==> config.mk <==
export PLATFORM = sky130hd
export DESIGN_NAME = mac_accumulator
export DESIGN_NICKNAME = d
export VERILOG_FILES = /design/src/rtl/eq_pkg.sv /design/src/rtl/sat_shift.sv /design/src/rtl/mac_accumulator.sv
export SDC_FILE = /design/constraint.sdc
export NUM_CORES = 1
export LEC_CHECK = 0
export ABC_AREA = 1
export BUFFER_PORTS_ARGS = -buffer_cell sky130_fd_sc_hd__buf_2
export CAP_MARGIN = 20
export CORE_MARGIN = 2
export CORE_UTILIZATION = 62
export DETAILED_ROUTE_END_ITERATION = 8
export HOLD_SLACK_MARGIN = 0.08
export PLACE_DENSITY = 0.79
export SETUP_SLACK_MARGIN = 0.2
export SYNTH_ARGS = -nofsm -noshare
export SYNTH_HDL_FRONTEND = slang
export SYNTH_SLANG_ARGS = --single-unit
==> constraint.sdc <==
create_clock -name clk -period 4.7 [get_ports clk]
set_clock_uncertainty 0.1 [all_clocks]
set_input_delay 0.47 -clock clk [delete_from_list [all_inputs] [get_ports clk]]
set_output_delay 0.47 -clock clk [all_outputs]
set_load 0.005 [all_outputs]
==> src/rtl/eq_pkg.sv <==
// Shared defaults and FSM state type for the equaliser MAC datapath.
package eq_pkg;

  localparam int unsigned DEF_DATA_W    = 16;
  localparam int unsigned DEF_COEFF_W   = 16;
  localparam int unsigned DEF_ACC_W     = 40;
  localparam int unsigned DEF_TAPS      = 64;
  localparam int unsigned DEF_FRAC_BITS = 15;

  // WAIT_SYNC: waiting for a tap-0 marker; RUN: locked to the frame phase.
  typedef enum logic {
    WAIT_SYNC = 1'b0,
    RUN       = 1'b1
  } state_e;

endpackage

==> src/rtl/sat_shift.sv <==
// Arithmetic right shift followed by clamp to a narrower signed range.
module sat_shift #(
  parameter int unsigned IN_W  = 40,
  parameter int unsigned OUT_W = 16,
  parameter int unsigned SHIFT = 15
) (
  input  logic signed [IN_W-1:0]  din,
  output logic signed [OUT_W-1:0] dout
);

  logic signed [IN_W-1:0] shifted;
  logic [IN_W-OUT_W:0]    head;

  // Result fits only when every bit above the output sign bit matches it.
  always_comb begin
    shifted = din >>> SHIFT;
    head    = shifted[IN_W-1:OUT_W-1];
    if ((&head) || !(|head)) begin
      dout = shifted[OUT_W-1:0];
    end else if (head[IN_W-OUT_W]) begin
      dout = {1'b1, {(OUT_W-1){1'b0}}};
    end else begin
      dout = {1'b0, {(OUT_W-1){1'b1}}};
    end
  end

endmodule

==> src/rtl/mac_accumulator.sv <==
// Two-stage multiply-accumulate for one FIR output frame, with frame-length
// checking against the phase decoder markers and saturated output.
module mac_accumulator
  import eq_pkg::*;
#(
  parameter int unsigned DATA_W    = DEF_DATA_W,
  parameter int unsigned COEFF_W   = DEF_COEFF_W,
  parameter int unsigned ACC_W     = DEF_ACC_W,
  parameter int unsigned TAPS      = DEF_TAPS,
  parameter int unsigned FRAC_BITS = DEF_FRAC_BITS
) (
  input  logic                      clk,
  input  logic                      rst,
  input  logic                      clk_enable,
  input  logic                      phase_0,
  input  logic                      phase_63,
  input  logic signed [DATA_W-1:0]  sample_in,
  input  logic signed [COEFF_W-1:0] coeff_in,
  output logic signed [DATA_W-1:0]  filter_out,
  output logic                      out_valid,
  output logic                      frame_err
);

  localparam int unsigned PROD_W   = DATA_W + COEFF_W;
  localparam logic [6:0]  LAST_TAP = 7'(TAPS - 1);

  logic signed [PROD_W-1:0] prod_q;
  logic                     p0_q;
  logic                     p63_q;
  logic signed [ACC_W-1:0]  acc_q;
  logic signed [ACC_W-1:0]  prod_ext;
  logic signed [ACC_W-1:0]  acc_sum;
  logic [6:0]               tap_cnt_q;
  logic [6:0]               tap_cur;
  logic                     frame_ok;
  logic                     fire_out;
  logic                     fire_err;
  logic signed [DATA_W-1:0] sat_out;
  state_e                   state_q, state_d;

  // Stage 1: product and phase markers, aligned with each other.
  always_ff @(posedge clk or negedge rst) begin
    if (!rst) begin
      prod_q <= '0;
      p0_q   <= 1'b0;
      p63_q  <= 1'b0;
    end else if (clk_enable) begin
      prod_q <= PROD_W'(sample_in) * PROD_W'(coeff_in);
      p0_q   <= phase_0;
      p63_q  <= phase_63;
    end
  end

  // Tap index of the product now in stage 2; tap 0 when the frame restarts.
  always_comb begin
    prod_ext = {{(ACC_W-PROD_W){prod_q[PROD_W-1]}}, prod_q};
    acc_sum  = acc_q + prod_ext;
    if (p0_q) begin
      tap_cur = 7'd0;
    end else if (tap_cnt_q == 7'd127) begin
      tap_cur = tap_cnt_q;
    end else begin
      tap_cur = tap_cnt_q + 7'd1;
    end
    // A coincident tap-0 marker always makes the frame invalid.
    frame_ok = !p0_q && (tap_cur == LAST_TAP);
  end

  // Stage 2: accumulator and tap counter.
  always_ff @(posedge clk or negedge rst) begin
    if (!rst) begin
      acc_q     <= '0;
      tap_cnt_q <= '0;
    end else if (clk_enable) begin
      acc_q <= p0_q ? prod_ext : acc_sum;
      if (p0_q) begin
        tap_cnt_q <= 7'd0;
      end else if (state_q == RUN) begin
        tap_cnt_q <= tap_cur;
      end
    end
  end

  // FSM state register.
  always_ff @(posedge clk or negedge rst) begin
    if (!rst) begin
      state_q <= WAIT_SYNC;
    end else begin
      state_q <= state_d;
    end
  end

  // FSM next state: sync on tap 0, drop sync on a bad frame length.
  always_comb begin
    state_d = state_q;
    if (clk_enable) begin
      unique case (state_q)
        WAIT_SYNC: if (p0_q) state_d = RUN;
        RUN:       if (p63_q && !frame_ok) state_d = WAIT_SYNC;
        default:   state_d = WAIT_SYNC;
      endcase
    end
  end

  // FSM outputs: end-of-frame markers only count while synced.
  always_comb begin
    fire_out = clk_enable && (state_q == RUN) && p63_q && frame_ok;
    fire_err = clk_enable && (state_q == RUN) && p63_q && !frame_ok;
  end

  // Output register; pulses self-clear on the next edge even when gated.
  always_ff @(posedge clk or negedge rst) begin
    if (!rst) begin
      filter_out <= '0;
      out_valid  <= 1'b0;
      frame_err  <= 1'b0;
    end else begin
      out_valid <= fire_out;
      frame_err <= fire_err;
      if (fire_out) begin
        filter_out <= sat_out;
      end
    end
  end

  sat_shift #(
    .IN_W  (ACC_W),
    .OUT_W (DATA_W),
    .SHIFT (FRAC_BITS)
  ) u_sat_shift (
    .din  (acc_sum),
    .dout (sat_out)
  );

endmodule

==> out/qor.yml <==
rows: 61
synth-simple-area-share: 0.233
fin_util: 0.777
numClockSinks: 100
drc: 0
violations: "setup timing"
final_nets: 3060
synth_top_family_by_area: "adder cells"
root_buffer: "clkbuf_16"
max_freq_ghz: 0.178
fin_crit_sh: 1.19
ys_seq_area_frac: 0.141
synthAdderAreaFrac: 0.383
rsz0062_at_grt: "yes"
crit_type: "in2reg"
syn_inst: 2446
max_stage_delay_ns: 0.57
arrival_ns: 5.76
cp-start-kind: "primary input"
crit_family: "adder cells"
final_cells: 3021
coreArea_sq_um: 27900
clockBufferDepth: 2
grt_start_max_net_pins: 74
synth_nets: 2868
cap_viol_max_count: 0
r2r_slack_ns: 1.27
worstSkewPairLatency_ns: 0.36
design_area_sq_um: 21700
ant_nets: 0
async_flop_share: 1.00
post_drt_wl_per_cell_microns: 17.4
synth_compound_area_frac: 0.0717
status: "finished, violations left"
layout-drive-gt1-share: 0.227
grt_remaining_overflow: 0
worst_ep_required_time_ns: 4.85
initial_core_util: 0.634
fp.dieH_microns: 173
final_hold_viol_count: 0
track_usage: 0.341
cpMaxStageDelayCell: "fa_1"
die_w_microns: 173
relSlewSlack: 0.495
wirelength_mm: 52.6
htreeDepth: 3
ys_warn_count: 0
end_kind: "flop"
critPathMaxFanout: 10
slew_viol_final: 0
dp_cells: 2958
place_area_sq_um: 19700
hold_path.class: "in2async"
dr.pass1.iters: 5
netlist_area_sq_um: 17700
ys_ff_latch: 100
diodes: 0
cts-buffers-inserted: 9
port_buffers: 54
synth-xor-area-share: 0.0267
dr.first_iter.drc_count: 1375
grt_pass1_wl_mm: 83.3
synth_edf_count: 0
syn_avg_cell_area_sq_um: 7.24
synth.mux.area_fraction: 0
hpwl_mm: 38.2
synthFlopType: "dfrtp_1"
period_minus_slack_ns: 5.60
worst_slack_ns: -0.905
clk_pin_slew_worst_paths_ns: 0.08
synth.distinct_cells: 47
grt_pass1_vias: 17196
syn2layout_area_growth_pct: 22.6
antenna_found_initial: 0
mostFrequentLayoutCell: "nand2_1"
crit_buf_inv: 5
worst_pin_slew_ns: 0.758
layout_common_cells: "nand2_1 (688), inv_1 (523), fa_1 (235)"
num_io_pins: 55
setup_viol: 23
routabilityCongestion: 0.950
via_count: 16542
via_per_inst: 5.48
dieArea_sq_um: 29900
cts_tree: "built"
[state kept, by name (all words and copies together), names as in the netlist]
signal      flops
acc_q          40
prod_q         32
filter_out     16
tap_cnt_q       7
frame_err       1
out_valid       1
p0_q            1
p63_q           1
state_q         1
[layer usage]
| layer | up-vias | track usage | share of wire |
|---|---|---|---|
| met3 | 208 | 0.0310 | 0.060 |
| met5 | - | 0 | 0 |
| met4 | 0 | 0.145 | 0.054 |
| met2 | 757 | 0.607 | 0.50 |
| li1 | 7609 | - | - |
| met1 | 7968 | 0.425 | 0.38 |
[cells in the mapped netlist, types with 14 or more instances]
| cell type | number | area [sq um] |
|---|---|---|
| nand4_1 | 16 | 100 |
| ha_1 | 122 | 1530 |
| o21ai_0 | 92 | 460 |
| clkbuf_1 | 78 | 293 |
| nor2_2 | 14 | 87.6 |
| fa_1 | 263 | 5270 |
| nor2_1 | 116 | 435 |
| inv_1 | 575 | 2160 |
| nand2_1 | 744 | 2790 |
| xnor2_1 | 30 | 263 |
| xor2_1 | 24 | 210 |
| dfrtp_1 | 100 | 2500 |
| a21oi_1 | 98 | 490 |
| nand2_2 | 29 | 181 |
| nand3_1 | 45 | 225 |
[path summary, 6_finish.rpt]
kind	from	endpoint	depth (start not counted)
min in group clk	phase_63	p63_q	3
max in group asynchronous	rst	prod_q[31]	2
worst min-delay path	rst	tap_cnt_q[2]	1
worst max register to register	prod_q[0]	filter_out[7]	21
worst min register to register	filter_out[13]	filter_out[13]	2
worst max-delay path	sample_in[11]	prod_q[31]	25
[cell families (layout without fill, tap and decap cells)]
family,Yosys count,count (layout)
DFF,100,100
adders and majority gates,385,385
AOI/OAI and AO/OA,234,234
xor gates and xnor gates,54,54
buffers and inverters,670,867
and+or+nand+nor,1003,1003
[layout make-up]
type,instances,area (sq um)
multi-input cells,1676,13800
fillers,1871,6220
flip-flops and latches,100,2500
repair buffers,267,2430
inverters,584,2200
well taps,378,473
clock buffers,9,225
clock inverters,7,65.1
[repair_timing]
action | CTS | global route
gates resized for setup | 272 | 101
endpoints found under the hold margin | 0 | 0
cloned | 1 | 1
setup buffers | 29 | 16
hold buffers | 0 | 0
pin swaps | 123 | 63
endpoints found under the setup margin | 24 | 24
[through the flow]
step | setup TNS (ns) | setup slack (ns) | hold WS, ns
after global placement | -19.72 | -1.10 | 0.361
final | -14.83 | -0.905 | 0.0624
after detailed placement | -21.73 | -1.23 | 0.360
after global routing | -17.03 | -1.05 | 0.124
after floorplan | -10.52 | -0.801 | 0.0744
after CTS | -9.46 | -0.602 | 0.0988
[worst register-to-register path: stages, from the launching register on]
cell and delay, ns:
dfrtp_1 0.39, ha_1 0.29, inv_1 0.09, fa_1 0.43, inv_1 0.25, nand3_1 0.12
nand3_1 0.19, nand2_1 0.09, nand2_1 0.09, nand2_1 0.06, nand2_2 0.12, nand2_1 0.13
nand2_1 0.12, nand2_1 0.06, nand2_1 0.06, nand2_1 0.06, nor2_2 0.09, nand3_2 0.13
nand3_2 0.26, nand2_1 0.11, nand2_1 0.06, nand2_1 0.05
Power is not shown: default switching activity piles up to over one toggle a cycle in this logic, so the estimate is an artifact.
